<file path="src/rtl/uart_tx_csr_sequencer.sv">
// uart_tx_csr_sequencer: programs a 16550 over its CSR port, then paces a byte stream into THR on LSR.THRE
module uart_tx_csr_sequencer #(
    parameter logic [15:0] DIVISOR  = 16'd54,
    parameter logic [7:0]  LCR_VAL  = 8'h03,
    parameter logic [7:0]  FCR_VAL  = 8'h07,
    parameter int          TX_BURST = 16
) (
    input  logic        clk,
    input  logic        rst,
    input  logic        start,
    input  logic [7:0]  s_data,
    input  logic        s_valid,
    output logic        s_ready,
    output logic [2:0]  csr_addr,
    output logic        csr_write,
    output logic        csr_read,
    output logic [7:0]  csr_wdata,
    input  logic        csr_waitreq,
    input  logic [7:0]  csr_rdata,
    input  logic        csr_rdvalid,
    output logic        init_done,
    output logic [31:0] bytes_sent
);
    typedef enum logic [3:0] {
        RESET_WAIT, W_LCR_DLAB, W_DLL, W_DLM, W_LCR, W_FCR, IDLE, POLL, WAIT_RD, SEND
    } state_t;
    state_t      state;
    logic [2:0]  addr_r;
    logic        wr_r;
    logic        rd_r;
    logic [7:0]  wdata_r;
    logic [4:0]  burst;
    logic        send;
    logic        hs;
    logic        unused_rdata;
    assign unused_rdata = ^{csr_rdata[7:6], csr_rdata[4:0]};
    // SEND streams the producer straight onto the CSR bus; other states use registered commands
    assign send      = state == SEND;
    assign s_ready   = send && !csr_waitreq && burst != 5'd0;
    assign hs        = s_valid && s_ready;
    assign csr_write = send ? s_valid : wr_r;
    assign csr_read  = rd_r;
    assign csr_addr  = send ? 3'd0 : addr_r;
    assign csr_wdata = send ? s_data : wdata_r;
    always_ff @(posedge clk or posedge rst) begin
        if (rst) begin
            state      <= RESET_WAIT;
            addr_r     <= 3'd0;
            wr_r       <= 1'b0;
            rd_r       <= 1'b0;
            wdata_r    <= 8'h00;
            burst      <= 5'd0;
            init_done  <= 1'b0;
            bytes_sent <= 32'd0;
        end else begin
            case (state)
                RESET_WAIT: if (start) begin
                    state   <= W_LCR_DLAB;
                    wr_r    <= 1'b1;
                    addr_r  <= 3'd3;
                    wdata_r <= LCR_VAL | 8'h80;
                end
                W_LCR_DLAB: if (!csr_waitreq) begin
                    state   <= W_DLL;
                    addr_r  <= 3'd0;
                    wdata_r <= DIVISOR[7:0];
                end
                W_DLL: if (!csr_waitreq) begin
                    state   <= W_DLM;
                    addr_r  <= 3'd1;
                    wdata_r <= DIVISOR[15:8];
                end
                W_DLM: if (!csr_waitreq) begin
                    state   <= W_LCR;
                    addr_r  <= 3'd3;
                    wdata_r <= LCR_VAL;
                end
                W_LCR: if (!csr_waitreq) begin
                    state   <= W_FCR;
                    addr_r  <= 3'd2;
                    wdata_r <= FCR_VAL;
                end
                W_FCR: if (!csr_waitreq) begin
                    state     <= IDLE;
                    wr_r      <= 1'b0;
                    addr_r    <= 3'd0;
                    wdata_r   <= 8'h00;
                    init_done <= 1'b1;
                end
                IDLE: if (s_valid) begin
                    state  <= POLL;
                    rd_r   <= 1'b1;
                    addr_r <= 3'd5;
                end
                POLL: if (!csr_waitreq) begin
                    state  <= WAIT_RD;
                    rd_r   <= 1'b0;
                    addr_r <= 3'd0;
                end
                WAIT_RD: if (csr_rdvalid) begin
                    state <= csr_rdata[5] ? SEND : IDLE;
                    burst <= csr_rdata[5] ? 5'(TX_BURST) : 5'd0;
                end
                SEND: begin
                    if (hs)
                        bytes_sent <= bytes_sent + 32'd1;
                    // unused credit is dropped so every burst starts from a fresh THRE sample
                    if (!s_valid || (hs && burst == 5'd1)) begin
                        state <= IDLE;
                        burst <= 5'd0;
                    end else if (hs) begin
                        burst <= burst - 5'd1;
                    end
                end
                default: state <= RESET_WAIT;
            endcase
        end
    end
endmodule

</file>
<file path="config.mk">
export PLATFORM = sky130hd
export DESIGN_NAME = uart_tx_csr_sequencer
export DESIGN_NICKNAME = d
export VERILOG_FILES = /design/src/rtl/uart_tx_csr_sequencer.sv
export SDC_FILE = /design/constraint.sdc
export NUM_CORES = 1
export LEC_CHECK = 0
export CORE_ASPECT_RATIO = 0.8
export CORE_UTILIZATION = 30
export DETAILED_ROUTE_END_ITERATION = 10
export PLACE_DENSITY = 0.62
export SLEW_MARGIN = 0
export SYNTH_ARGS = -nofsm -noshare
export SYNTH_HDL_FRONTEND = slang
export SYNTH_SLANG_ARGS = --single-unit
</file>
<file path="constraint.sdc">
create_clock -name clk -period 1.9 [get_ports clk]
set_input_delay 0.19 -clock clk [delete_from_list [all_inputs] [get_ports clk]]
set_output_delay 0.19 -clock clk [all_outputs]
set_load 0.005 [all_outputs]
</file>
==> results of run 1 <==
power by group through the flow:
stage / clock, uW / combinational, uW / sequential, uW
final: 1290 / 2220 / 1430
after global routing: 1350 / 2390 / 1450
after CTS: 1310 / 1890 / 1430
after detailed placement: 0 / 1750 / 1440
after global placement: 0 / 1720 / 1440
after floorplan: 0 / 982 / 1410
kinds of logic (layout without fill, tap and decap cells):
| group | after synthesis | count (layout) | synth area share (%) |
|---|---|---|---|
| simple gates | 120 | 120 | 22.67 |
| flops | 52 | 52 | 47.06 |
| fa+ha+maj | 4 | 4 | 1.810 |
| mux | 6 | 6 | 2.398 |
| compound gates | 50 | 50 | 12.44 |
| buf+inv | 22 | 144 | 3.168 |
| xor+xnor | 33 | 33 | 10.45 |
Yosys cell counts, drive strengths merged (2+ instances only):
library cell  count  area (um2)
or3               2       12.51
mux2              5       56.30
a31o              2       17.52
xor2              6       52.55
nor3              8       50.05
nand3            14       70.07
nand2            40       150.1
buf               7       31.28
o211ai            2       15.01
a31oi             2       12.51
o21ai            10       50.05
or4               2       18.77
and2              5       31.28
clkbuf            5       18.77
a2111o            2       22.52
xnor2            27       236.5
o31ai             5       37.54
o41ai             2       17.52
a21o              3       22.52
nor2b             2       12.51
ha                4       50.05
nand4            12       75.07
dfrtp            52        1301
a21oi            11       55.05
nor2             21       93.84
nor4              2       12.51
and3              3       18.77
o22a              2       17.52
inv              10       37.54
a2bb2oi           2       17.52
registers in the layout, summed over array words and instances (netlist names):
name and cells:
addr_r 3, burst 5, bytes_sent 32, csr_read 1
init_done 1, state 4, wdata_r 5, wr_r 1
worst max-delay path, cell delays in order (launching register included):
cell     delay, ns
dfrtp_2       0.44
buf_4         0.17
or4bb_1       0.51
a31oi_2       0.27
nor3_2        0.11
o31ai_2       0.10
mux2_1        0.36
per-stage QoR:
step	std cells	setup TNS, ns	total power, uW	area [um2]
floorplan	287	0	2388	2765
global route	521	-3.651	5191	4452
detailed placement	493	-2.044	3192	3816
finish	521	-1.500	4944	4452
global placement	493	-1.682	3163	3816
CTS	512	-0.3708	4627	4220
worst max-delay path by stage:
stage                     endpoint  cells after the start     start  slack (ns)
finish                    state[0]                      6  state[0]       -0.17
global route              state[0]                      6  state[0]       -0.22
CTS                 bytes_sent[31]                      6  state[2]       -0.07
detailed placement  bytes_sent[31]                      7   s_valid       -0.16
global placement    bytes_sent[19]                      7   s_valid       -0.13
floorplan                 state[0]                      7  burst[0]       0.006
per-layer routing:
metal,up-vias,track usage (%),share of wire (%)
li1,1255,-,-
met1,1324,23.34,48
met2,43,26.24,48
met3,9,2.232,2.5
met4,0,4.606,1.2
met5,-,0,0
cell type report:
class                      instances  area (um2)
fill                             787        4257
multi-input combinational        213        1595
sequential                        52        1305
timing repair buffer             126        1156
tap                              112       140.1
clock buffer                       5       125.1
clock inverter                     3       90.09
inverter                          10       40.04
repair_timing:
action                                  CTS  global route
endpoints found under the setup margin   31            52
cloned                                    1             0
setup buffers                            10            11
pin swaps                                18            24
resized for setup                        42            56
==> impl_metrics.yaml, run 1 <==
grt:
  overflow: 0
  grt_pass1_vias: 2569
  antenna_found_initial: 0
  grt_pass1_wl_um: 12460
  grt.total_usage_pct: 16.43
  grt_start_max_net_pins: 53
setup_path:
  cp-start-kind: "flip-flop"
  end_kind: "flip-flop"
  rrSetupSlack_ns: -0.17
  cp.required_ns: 2.07
  reg2reg_to: "state[0]"
  arrival_ns: 2.24
  reg2reg_from: "state[0]"
  worstSetupPathType: "reg2reg"
  reg2reg_depth: 6
  crit_fanout: 6
floorplanning:
  dieArea_um2: 9608
  io_pins: 69
  die_h_um: 87.87
  rows: 30
  start_util_pct: 31.75
  core-area_um2: 8708
  die_w_um: 109.3
clocking:
  clk_latency_ns: 0.29
  cts_tree: "done"
  htree_levels: 2
  clkSinkCount: 52
  cts_made_buffers: 5
  cts.path.max_buffers: 2
  cts-root-buf: "clkbuf_16"
  postCtsHoldBufs: 0
  clk_pin_slew_worst_paths_ns: 0.07
timing:
  finalWorstSetupSlack_ns: -0.1729
  rsz0062_at_grt: "yes"
  skew_ns: 0.008122
  fmax_mhz: 482.4
  slew_headroom_pct: 73.41
  tightestPinTransition_ns: 0.3973
  whs_ns: 0.2778
  final-setup-viol-count: 28
  fin_crit_ns: 2.073
  maxSlewViolCount: 0
  period_share_pct: 109.1
  hold_viol: 0
synthesis:
  syn_inst: 287
  synth_edf_count: 0
  synth_ff_type: "dfrtp_1"
  ys_seq_elements: 52
  syn_area_um2: 2765
  synth_seq_area_share_pct: 47.06
  synth_area_per_cell_um2: 9.635
  yosysWarnings: 0
  syn_nets: 313
  synth_cell_types: 53
  async_reset_ff_share_pct: 100.0
min_path:
  min_path_type: "in2async"
power:
  pwr-share-clk_pct: 26.1
  p_sw_share_pct: 31.99
  p_int_uw: 3362
  combPwrFrac_pct: 45.0
  power_per_cell_area_nw_per_um2: 1110
  ir_worst_vdd_mv: 0.4951
  p_switching_uw: 1581
  leakagePower_uw: 0.001968
  seqPwrFrac_pct: 28.9
run_status:
  failed_checks: "negative setup slack"
  outcome: "finished with violations"
routing:
  first_pass_iters: 4
  drcViolationCount: 0
  ant_nets: 0
  num_vias: 2631
  wire_per_inst_um: 14.99
  drt-initial-drc-count: 95
  totalWireLength_um: 7810
  viasPerCell: 5.050
finish:
  final_cell_mix: "49 x dfrtp_1, 49 x buf_4, 48 x clkdlybuf4s50_1, 33 x nand2_1, 26 x xnor2_1"
  antenna_cells: 0
  nets: 434
  fin_util_pct: 51.12
  drive_above_1_share_pct: 32.27
  syn_to_final_growth_pct: 61.00
placed_design:
  hpwl_um: 5058
  place_congestion: 0.8180
  post-place-ws_ns: -0.1620
  port_buffers: 61
run:
  drv_cap: 0
Power figures use the tool's default switching activity.
==> run 2: changes to the inputs <==
==> constraint.sdc (replaced) <==
create_clock -name clk -period 1.9 [get_ports clk]
set_input_delay 0.38 -clock clk [delete_from_list [all_inputs] [get_ports clk]]
set_output_delay 0.38 -clock clk [all_outputs]
set_load 0.005 [all_outputs]
==> impl_metrics.yaml, run 2 (synthesized netlist as in run 1, its figures left out) <==
run_status:
  outcome: "finished with violations"
  failed_checks: "negative setup slack"
routing:
  ant_nets: 0
  viasPerCell: 4.937
  totalWireLength_um: 7731
  wire_per_inst_um: 14.84
  drt-initial-drc-count: 99
  num_vias: 2572
  first_pass_iters: 5
  drcViolationCount: 0
min_path:
  min_path_type: "in2async"
placed_design:
  post-place-ws_ns: -0.3239
  port_buffers: 61
  dpl_cell_area_um2: 3851
  place_congestion: 0.8273
  hpwl_um: 5334
timing:
  whs_ns: 0.3999
  period_share_pct: 107.8
  fmax_mhz: 488.2
  fin_crit_ns: 2.048
  skew_ns: 0.008588
  hold_viol: 0
  finalWorstSetupSlack_ns: -0.1482
  maxSlewViolCount: 0
  slew_headroom_pct: 70.83
  rsz0062_at_grt: "yes"
  final-setup-viol-count: 44
  tightestPinTransition_ns: 0.4369
clocking:
  htree_levels: 2
  clk_pin_slew_worst_paths_ns: 0.07
  clkSinkCount: 52
  cts_tree: "done"
  cts-root-buf: "clkbuf_16"
  clk_latency_ns: 0.29
  cts.path.max_buffers: 2
  cts_made_buffers: 5
setup_path:
  end_kind: "primary output"
  reg2reg_depth: 6
  worstSetupPathType: "reg2out"
  cp-start-kind: "flip-flop"
  cp.required_ns: 1.52
  arrival_ns: 1.67
  critPathLaunch: "state[1]"
  crit_fanout: 4
  reg2reg_from: "state[2]"
floorplanning:
  die_h_um: 87.87
  rows: 30
  die_w_um: 109.3
  dieArea_um2: 9608
  core-area_um2: 8708
  io_pins: 69
  start_util_pct: 31.75
finish:
  final_common_cell: "dfrtp_1"
  largest_reg_flops: 32
  final_cell_mix: "49 x dfrtp_1, 46 x clkdlybuf4s50_1, 44 x buf_4, 29 x nand2_1, 27 x xnor2_1"
  n_fill_cell: 804
  reg_top3: "bytes_sent (32), burst (5), wdata_r (5)"
  syn_to_final_growth_pct: 60.77
  design_area_um2: 4446
  nets: 434
  antenna_cells: 0
  drive_above_1_share_pct: 35.94
  fin_util_pct: 51.05
  regMostFlops: "bytes_sent"
grt:
  overflow: 0
  grt_pass1_vias: 2505
  antenna_found_initial: 0
  grt_pass1_wl_um: 12410
  grt_start_max_net_pins: 22
  grt.total_usage_pct: 16.50
power:
  leakagePower_uw: 0.001954
  power_per_cell_area_nw_per_um2: 1017
  ir_worst_vdd_mv: 0.4792
run:
  drv_cap: 0
==> run 2: cell types whose count changed in the layout (fill, tap and decap cells not counted), sizes merged <==
cell	previous run	this run
bufinv	3	0
buf	67	78
dlygate4sd2	7	1
dlymetal6s2s	0	1
clkdlybuf4s50	48	46
clkbuf	9	5
clkinv	0	2
inv	10	11
==> run 2: power by group <==
part           leakage [uW]  switching (uW)  total [uW]  internal (uW)
Sequential         0.000692             140        1430           1290
Clock             0.0000742             420         913            494
Combinational       0.00119            1030        2180           1140
==> run 2: final timing paths <==
kind | to | slack (ns)
min in group clk | init_done | 0.47
min | bytes_sent[28] | 0.40
max | csr_write | -0.15
max in group asynchronous | addr_r[1] | 1.04
min reg2reg | init_done | 0.47
max reg2reg | bytes_sent[19] | -0.14
==> run 2: critical path, cell delays in order (launching register included) <==
cell and delay (ns):
dfrtp_2 0.45, nor4bb_4 0.36, buf_4 0.19, buf_6 0.10
buf_6 0.09, nand2_4 0.04, nand2_2 0.05, buf_2 0.10
==> run 2: area by class of cell <==
cell class | instances | area, um2 | area share (%)
inverter | 10 | 37.54 | 0.8444
tap | 112 | 140.1 | 3.152
clock inverter | 3 | 22.52 | 0.5066
sequential | 52 | 1305 | 29.36
multi-input combinational | 213 | 1655 | 37.24
clock buffer | 5 | 125.1 | 2.815
timing repair buffer | 126 | 1160 | 26.09
==> run 2: what timing repair did <==
action | 4_1_cts | 5_1_grt
buffers inserted | 13 | 5
resized for setup | 103 | 44
gates cloned | 1 | 0
hold endpoints to repair | 0 | 0
hold buffers | 0 | 0
endpoints found under the setup margin | 36 | 56
pin swaps | 23 | 29
==> run 2: stage by stage <==
stage	TNS, ns	power (uW)	cells
after floorplan	0	2388	287
after global placement	-9.358	3186	496
after detailed placement	-9.701	3234	496
after CTS	-1.108	4345	517
after global routing	-6.794	4790	521
final	-2.896	4522	521
==> run 2: metal layers <==
layer	track usage [%]	share of wire, %	vias up
met5	0	0	-
met4	4.727	1.1	0
met3	2.381	2.8	6
met2	25.67	48	38
met1	23.88	48	1267
li1	-	-	1261
